==> src/rtl/load_line_seq_if.sv <==
// Instruction, fetch-feedback and status bundle between the load issuer and load_line_seq.
// The master side drives instructions and data beats; the slave side is the sequencer.
interface load_line_seq_if;
    logic        instr_valid_i;
    logic        instr_ready_o;
    logic [1:0]  instr_ddr_port_id_i;
    logic [29:0] instr_ddr_addr_i;
    logic [11:0] instr_line_size_i;
    logic [9:0]  instr_line_num_i;
    logic [9:0]  instr_bank_id_i;
    logic [1:0]  ddr_port_id_o;
    logic [29:0] ddr_addr_o;
    logic [11:0] line_size_o;
    logic [9:0]  bank_id_o;
    logic        start_o;
    logic        triger_o;
    logic        load_data_en_i;
    logic        busy_o;
    logic [9:0]  line_cnt_o;
    logic        done_o;

    modport slave (
        input  instr_valid_i, instr_ddr_port_id_i, instr_ddr_addr_i,
               instr_line_size_i, instr_line_num_i, instr_bank_id_i, load_data_en_i,
        output instr_ready_o, ddr_port_id_o, ddr_addr_o, line_size_o, bank_id_o,
               start_o, triger_o, busy_o, line_cnt_o, done_o
    );

    modport master (
        output instr_valid_i, instr_ddr_port_id_i, instr_ddr_addr_i,
               instr_line_size_i, instr_line_num_i, instr_bank_id_i, load_data_en_i,
        input  instr_ready_o, ddr_port_id_o, ddr_addr_o, line_size_o, bank_id_o,
               start_o, triger_o, busy_o, line_cnt_o, done_o
    );
endinterface

==> src/rtl/load_line_seq.sv <==
// Line-by-line load sequencer: issues line 0 with start, each following line with triger
// once the previous line's data beats have all returned, then pulses done.
module load_line_seq #(
    parameter int HP_WD_BYTE = 4
) (
    input logic         clk,
    input logic         rst,
    load_line_seq_if.slave bus
);

    typedef enum logic [1:0] {IDLE, ISSUE, WAIT, DONE} state_t;

    state_t      state;
    state_t      state_nxt;
    logic [1:0]  ddr_port_id;
    logic [29:0] ddr_addr;
    logic [11:0] line_size;
    logic [9:0]  bank_id;
    logic [9:0]  line_num;
    logic [9:0]  line_cnt;
    logic [11:0] beats_per_line;
    logic [11:0] beat_cnt;
    logic        accept;
    logic        beat_last;
    logic        ready;
    logic        busy;
    logic        start;
    logic        triger;
    logic        done;

    // Intermediate is one bit wider so a line size near 4095 cannot wrap before dividing.
    function automatic logic [11:0] ceil_beats(input logic [11:0] size);
        logic [12:0] sum;
        sum = {1'b0, size} + 13'(HP_WD_BYTE - 1);
        return 12'(sum / 13'(HP_WD_BYTE));
    endfunction

    assign accept    = bus.instr_valid_i & ready;
    assign beat_last = bus.load_data_en_i && ((beat_cnt + 12'd1) == beats_per_line);

    always_ff @(posedge clk) begin
        if (rst) state <= IDLE;
        else     state <= state_nxt;
    end

    always_comb begin
        state_nxt = state;
        ready     = 1'b0;
        busy      = 1'b0;
        start     = 1'b0;
        triger    = 1'b0;
        done      = 1'b0;
        case (state)
            IDLE: begin
                ready = !rst;
                if (accept) begin
                    if (bus.instr_line_num_i == 10'd0 || bus.instr_line_size_i == 12'd0)
                        state_nxt = DONE;
                    else
                        state_nxt = ISSUE;
                end
            end
            ISSUE: begin
                busy      = !rst;
                start     = !rst && (line_cnt == 10'd0);
                triger    = !rst && (line_cnt != 10'd0);
                state_nxt = WAIT;
            end
            WAIT: begin
                busy = !rst;
                if (beat_last)
                    state_nxt = (line_cnt == line_num) ? DONE : ISSUE;
            end
            DONE: begin
                busy      = !rst;
                done      = !rst;
                state_nxt = IDLE;
            end
            default: state_nxt = IDLE;
        endcase
    end

    // Latched instruction fields and line/beat counters; all cleared by reset.
    always_ff @(posedge clk) begin
        if (rst) begin
            ddr_port_id    <= '0;
            ddr_addr       <= '0;
            line_size      <= '0;
            bank_id        <= '0;
            line_num       <= '0;
            beats_per_line <= '0;
            line_cnt       <= '0;
            beat_cnt       <= '0;
        end else begin
            if (accept) begin
                ddr_port_id    <= bus.instr_ddr_port_id_i;
                ddr_addr       <= bus.instr_ddr_addr_i;
                line_size      <= bus.instr_line_size_i;
                bank_id        <= bus.instr_bank_id_i;
                line_num       <= bus.instr_line_num_i;
                beats_per_line <= ceil_beats(bus.instr_line_size_i);
                line_cnt       <= '0;
                beat_cnt       <= '0;
            end
            if (state == ISSUE) begin
                line_cnt <= line_cnt + 10'd1;
                beat_cnt <= '0;
            end
            if (state == WAIT && bus.load_data_en_i)
                beat_cnt <= beat_cnt + 12'd1;
        end
    end

    assign bus.instr_ready_o = ready;
    assign bus.busy_o        = busy;
    assign bus.start_o       = start;
    assign bus.triger_o      = triger;
    assign bus.done_o        = done;
    assign bus.ddr_port_id_o = ddr_port_id;
    assign bus.ddr_addr_o    = ddr_addr;
    assign bus.line_size_o   = line_size;
    assign bus.bank_id_o     = bank_id;
    assign bus.line_cnt_o    = line_cnt;

endmodule

==> src/flat_wrapper.sv <==
// flat-port wrapper written by rule: the top's interface ports become plain ports
module load_line_seq_flat 
#(
    parameter int HP_WD_BYTE = 4
)
  (clk, rst, bus_instr_valid_i, bus_instr_ddr_port_id_i, bus_instr_ddr_addr_i, bus_instr_line_size_i, bus_instr_line_num_i, bus_instr_bank_id_i, bus_load_data_en_i, bus_instr_ready_o, bus_ddr_port_id_o, bus_ddr_addr_o, bus_line_size_o, bus_bank_id_o, bus_start_o, bus_triger_o, bus_busy_o, bus_line_cnt_o, bus_done_o);
  load_line_seq_if bus_i ();
  input logic clk;
  input logic rst;
  input wire logic [$bits(bus_i.instr_valid_i)-1:0] bus_instr_valid_i;
  input wire logic [$bits(bus_i.instr_ddr_port_id_i)-1:0] bus_instr_ddr_port_id_i;
  input wire logic [$bits(bus_i.instr_ddr_addr_i)-1:0] bus_instr_ddr_addr_i;
  input wire logic [$bits(bus_i.instr_line_size_i)-1:0] bus_instr_line_size_i;
  input wire logic [$bits(bus_i.instr_line_num_i)-1:0] bus_instr_line_num_i;
  input wire logic [$bits(bus_i.instr_bank_id_i)-1:0] bus_instr_bank_id_i;
  input wire logic [$bits(bus_i.load_data_en_i)-1:0] bus_load_data_en_i;
  output wire logic [$bits(bus_i.instr_ready_o)-1:0] bus_instr_ready_o;
  output wire logic [$bits(bus_i.ddr_port_id_o)-1:0] bus_ddr_port_id_o;
  output wire logic [$bits(bus_i.ddr_addr_o)-1:0] bus_ddr_addr_o;
  output wire logic [$bits(bus_i.line_size_o)-1:0] bus_line_size_o;
  output wire logic [$bits(bus_i.bank_id_o)-1:0] bus_bank_id_o;
  output wire logic [$bits(bus_i.start_o)-1:0] bus_start_o;
  output wire logic [$bits(bus_i.triger_o)-1:0] bus_triger_o;
  output wire logic [$bits(bus_i.busy_o)-1:0] bus_busy_o;
  output wire logic [$bits(bus_i.line_cnt_o)-1:0] bus_line_cnt_o;
  output wire logic [$bits(bus_i.done_o)-1:0] bus_done_o;
  assign bus_i.instr_valid_i = bus_instr_valid_i;
  assign bus_i.instr_ddr_port_id_i = bus_instr_ddr_port_id_i;
  assign bus_i.instr_ddr_addr_i = bus_instr_ddr_addr_i;
  assign bus_i.instr_line_size_i = bus_instr_line_size_i;
  assign bus_i.instr_line_num_i = bus_instr_line_num_i;
  assign bus_i.instr_bank_id_i = bus_instr_bank_id_i;
  assign bus_i.load_data_en_i = bus_load_data_en_i;
  assign bus_instr_ready_o = bus_i.instr_ready_o;
  assign bus_ddr_port_id_o = bus_i.ddr_port_id_o;
  assign bus_ddr_addr_o = bus_i.ddr_addr_o;
  assign bus_line_size_o = bus_i.line_size_o;
  assign bus_bank_id_o = bus_i.bank_id_o;
  assign bus_start_o = bus_i.start_o;
  assign bus_triger_o = bus_i.triger_o;
  assign bus_busy_o = bus_i.busy_o;
  assign bus_line_cnt_o = bus_i.line_cnt_o;
  assign bus_done_o = bus_i.done_o;
  load_line_seq #(.HP_WD_BYTE(HP_WD_BYTE)) u_core (.clk(clk), .rst(rst), .bus(bus_i));
endmodule
==> config.mk <==
export PLATFORM = sky130hd
export DESIGN_NAME = load_line_seq_flat
export DESIGN_NICKNAME = d
export VERILOG_FILES = /design/src/rtl/load_line_seq_if.sv /design/src/rtl/load_line_seq.sv /design/src/flat_wrapper.sv
export SDC_FILE = /design/constraint.sdc
export NUM_CORES = 1
export LEC_CHECK = 0
export CAP_MARGIN = 0
export CORE_MARGIN = 10
export CORE_UTILIZATION = 43
export CTS_CLUSTER_DIAMETER = 100
export CTS_CLUSTER_SIZE = 30
export DETAILED_ROUTE_END_ITERATION = 8
export HOLD_SLACK_MARGIN = 0.05
export PLACE_DENSITY = 0.77
export SLEW_MARGIN = 10
export SYNTH_ARGS = -nofsm -noshare
export SYNTH_HDL_FRONTEND = slang
export SYNTH_SLANG_ARGS = --single-unit
export TNS_END_PERCENT = 5
==> constraint.sdc <==
create_clock -name clk -period 2 [get_ports clk]
set_input_delay 0.5 -clock clk [delete_from_list [all_inputs] [get_ports clk]]
set_output_delay 0.5 -clock clk [all_outputs]
set_load 0.01 [all_outputs]
# Word-level counts from Yosys, hierarchy flattened
# Cells that the tools add are included.
# word_totals
reg_bits,99
inputBits,68
# classes
add_sub_neg,3
eq_ne,7
muxes,15
n_bitwise,1
reduce_logical,15
# ops
operator,count
$mux W12,3
$logic_not A10 Y1,2
$mux W10,2
$add A12 B2 Y13 const B,1
$add A12 B1 Y12 const B,1
$eq A12 B11 Y1,1
$logic_not A12 Y1,1
$add A10 B1 Y10 const B,1
$eq A10 B10 Y1,1
$reduce_bool A10 Y1,1
$mux W2,4
$pmux W2 S4,1
$mux W1,5
$eq A2 B2 Y1 const B,2
$logic_and A1 B1 Y1,4
$ne A2 B1 Y1 const B,2
$reduce_bool A3 Y1,1
$reduce_or A3 Y1,1
$eq A2 B1 Y1 const B,1
$logic_not A2 Y1,1
$reduce_and A2 Y1,1
$reduce_bool A2 Y1,1
$and A1 B1 Y1,1
$logic_not A1 Y1,1
$logic_or A1 B1 Y1,1

# Depth between registers and ports, before layout
# logic_depth
depth_word,6
mapped_depth,8
ltp_nobuf,7

# Worst setup path after synthesis
# OpenSTA, ideal clock, no wires.
# synth_timing
path_kind,reg2reg
from,register u_core.beat_cnt[0]
to,register u_core.state[0]
setup_time_ns,0.116
arrival_ns,1.845
path_slack_ns,0.040
path_stages_with_launch,8
path_buffers,0
period_less_slack_ns,1.960
cell_sequence,dfxtp_1 ha_1 and3_1 nand3_1 or3_1 xnor2_1 and4_1 a31o_1
# synth_via
elab_chain_cells,5
# synth_lines
element,line,text
start: declaration,load_line_seq.sv:22,logic [11:0] beat_cnt;
start signal: assignment,load_line_seq.sv:110,beat_cnt <= beat_cnt + 12'd1;
$add A12 B1 Y12,load_line_seq.sv:39,assign beat_last = bus.load_data_en_i && ((beat_cnt + 12'd1) == beats_per_line);
$eq A12 B11 Y1,load_line_seq.sv:39,
$logic_and A1 B1 Y1,load_line_seq.sv:39,
$ne A2 B1 Y1 (no line),-,
$reduce_and A2 Y1 (no line),-,
end signal: assignment,load_line_seq.sv:43,else state <= state_nxt;
end: declaration,load_line_seq.sv:13,state_t state;
# No other way between the ends.
# A chain may end at the register's enable or synchronous reset.

# Worst setup path after layout
# layout_timing
from,register u_core.line_cnt[7] (netlist: u_core.bus.line_cnt_o[7])
to,output bus_start_o
# layout_via
elab_chain_cells,3
# layout_lines
element,line,text
start: declaration,load_line_seq.sv:20,logic [9:0] line_cnt;
start signal: assignment,load_line_seq.sv:106,line_cnt <= line_cnt + 10'd1;
$logic_not A10 Y1,load_line_seq.sv:65,start = !rst && (line_cnt == 10'd0);
$logic_and A1 B1 Y1,load_line_seq.sv:65,
$mux W1,load_line_seq.sv:53,case (state)
end: declaration,flat_wrapper.sv:22,output wire logic [$bits(bus_i.start_o)-1:0] bus_start_o;
# No other way between the ends.

==> results.toml <==
[synth]
synth_top_area_cell = "dfxtp_1"
synth_top_area_share_pct = 43.6
postSynthNetCount = 634
yosysWarnings = 0
avgSynthCellArea_um2 = 8.07
synthesis.area_um2 = 4550
synthTopCellsByArea = "dfxtp_1 44%, o21ai_0 8.8%, nand2b_1 8.3%"
synth_edf_count = 0
syn_inst = 563
async_flop_share_pct = 0
ys_seq_area_share_pct = 43.6
synth_seq_cells = 99
synth_flop_cell = "dfxtp_1"
synthDistinctLibCells = 51

[layout]
syn_to_final_growth_pct = 46.2
diodes = 0
instances_no_fill = 873
layout_common_cells = "128 x clkdlybuf4s50_1, 90 x dfxtp_1, 86 x nand2_1"
mostFrequentLayoutCell = "clkdlybuf4s50_1"
nets = 803
design_area_um2 = 6650
drive_above_1_share_pct = 14.2
n_fill_cell = 879
utilization_pct = 64.4

[clock_network]
cts_inserted_buffers = 9
ctsLongestPathBuffers = 2
cts.root.buffer_cell = "clkbuf_8"
clkLatencyLatePin_ps = 380
h-tree-depth = 3
cts.hold.buffers_added = 0
cts.sinks = 99
tritoncts = "done"
path_clk_slew_ps = 80

[setup_path]
max_stage_delay_ps = 330
worstReg2RegStart = "u_core.beat_cnt[1]$_SDFFE_PP0P_"
crit_chain = "nor4_2 > and4b_1 > nor3b_2 > buf_2"
rr_worst_depth = 8
required_ps = 1500
end_kind = "output pin"
reg2reg_to = "u_core.state[0]$_SDFFE_PP0P_"
path_max_fanout = 2
startpoint = "u_core.bus.line_cnt_o[7]$_SDFFE_PP0P_"
cp_data_arrival_time_ps = 1530
criticalPathCategory = "register to output pin"
critPathLaunchType = "register"
ff2ff_setup_slack_ps = 40
slowest_stage = "dfxtp_2"

[sta]
maxSlewViolCount = 0
finalSetupViolCount = 1
worst_pin_slew_ps = 489
relSlewSlack_pct = 67.3
rsz0062_at_grt = "true"
fin_crit_sh_pct = 102
fmax_ghz = 0.492
hold_viol = 0
setup_ws_ps = -33.2
fin_crit_ps = 2030
clock_skew_ps = 17.4

[routing]
vias_per_cell = 5.08
route.antenna.remaining_nets = 0
routed-via-count = 4436
drtPass1Iterations = 5
drc = 0
wl_per_cell_um = 15.4
drt_iter0_drc = 287
postRouteWirelength_um = 13500

[global_route]
grt_start_max_net_pins = 56
grt_usage_pct = 17.3
grt_pass1_wl_um = 21200
first_global_vias = 4378
overflow = 0
antenna_found_initial = 0

[pwr]
p_per_area_nw_per_um2 = 674
clockPowerShare_pct = 29.1
intPower_mw = 3.23
max-vdd-ir-drop_mv = 0.692
p_total_mw = 4.48
comb_power_share_pct = 21.5
leakagePower_nw = 2.51
p_seq_share_pct = 49.4
p_sw_mw = 1.25
power.share.switching_pct = 27.9

[run_status]
run_status = "complete, but fails checks"
failed_checks = "negative setup slack"

[floorplan]
top_level_ports = 137
start_util_pct = 44.0
die_h_um = 123
core_um2 = 10300
die_area_um2 = 15100
rows = 37
die_width_um = 123

[place]
place_congestion = 0.905
port_buffers = 136
hpwlAfterDp_um = 10200
dp_cells = 855
place_area_um2 = 6370

[worst_hold_path]
whs_path_depth = 2
hold_start = "u_core.bus.line_size_o[9]$_SDFFE_PP0P_"
min_to = "u_core.bus.line_size_o[9]$_SDFFE_PP0P_"
hold_class = "register to register"

[flow_run]
maxCapViolations = 0
[final cells by class]
class | instances | area, um^2 | area share [%]
clock inverters | 6 | 68.8 | 1.04
inverters | 4 | 15.0 | 0.226
flip-flops and latches | 99 | 1990 | 30.0
multi-input cells | 421 | 2450 | 36.9
repair buffers | 197 | 1820 | 27.3
clock buffers | 10 | 128 | 1.92
well taps | 136 | 170 | 2.56
[cell families after synthesis]
logic type	count (synthesis)	share of synthesized area, %
XOR/XNOR	36	6.94
adder cells (fa/ha/maj)	3	0.826
buffers and inverters	43	3.96
AO/OA/AOI/OAI	130	15.9
flip-flops	99	43.6
AND/OR/NAND/NOR	252	28.8
[through the flow]
step           worst slack [ps]  setup TNS (ps)  hold slack (ps)
2_1_floorplan              39.8               0              461
3_3_place_gp               -377            -959              442
3_5_place_dp               -398           -1380              455
4_1_cts                    -140            -140              470
5_1_grt                    -120            -262              486
6_report                  -33.2           -33.2              469
[worst max-delay path: cells and delay by family, from the launching register on]
kind / cells / cell delay, ps
buf+inv: 1 / 160
flops: 1 / 330
simple gates: 3 / 680
[per-layer routing]
layer	GRT usage [%]	part of all wire, %
met5	0	0
met4	5.74	1.8
met3	8.03	9.3
met2	29.9	49
met1	18.3	39
[synthesized netlist by cell type (7+ instances only)]
master,n
dfxtp_1,99
nand2_1,86
o21ai_0,80
nand2b_1,60
nor2_1,31
a21oi_1,26
clkbuf_1,24
xnor2_1,19
xor2_1,17
nand3_1,14
nand3b_1,10
buf_2,9
nor3_1,8
and3_1,7
nor4_1,7
[registers in the layout, indices dropped and copies added, names as in the netlist]
| name | count |
|---|---|
| u_core.beat_cnt | 12 |
| u_core.beats_per_line | 11 |
| u_core.bus.bank_id_o | 10 |
| u_core.bus.ddr_addr_o | 30 |
| u_core.bus.ddr_port_id_o | 2 |
| u_core.bus.line_cnt_o | 10 |
| u_core.bus.line_size_o | 12 |
| u_core.line_num | 10 |
| u_core.state | 2 |
[power groups by stage]
stage               Sequential [mW]  Combinational (mW)  Clock (mW)
floorplan                      2.29               0.365           0
global placement               2.24               0.936           0
detailed placement             2.25               0.958           0
CTS                            2.21               0.965        1.34
global route                   2.23                1.05        1.41
finish                         2.21               0.963        1.30
[timing repair]
| item | CTS | global route |
|---|---|---|
| endpoints found under the setup margin | 7 | 5 |
| hold endpoints to repair | 0 | 0 |
| setup buffers | 0 | 2 |
| pin swaps | 1 | 5 |
| gates resized for setup | 20 | 14 |
[how the worst max path moves through the flow]
stage / to / slack (ps) / cells past startpoint
5_1_grt: bus_start_o / -120 / 4
3_3_place_gp: u_core.state[1]$_SDFFE_PP0P_ / -380 / 6
4_1_cts: bus_start_o / -140 / 4
2_1_floorplan: u_core.state[0]$_SDFFE_PP0P_ / 40 / 7
3_5_place_dp: u_core.state[1]$_SDFFE_PP0P_ / -400 / 6
6_report: bus_start_o / -30 / 4
Note: power is estimated with default switching activity, not from simulation.
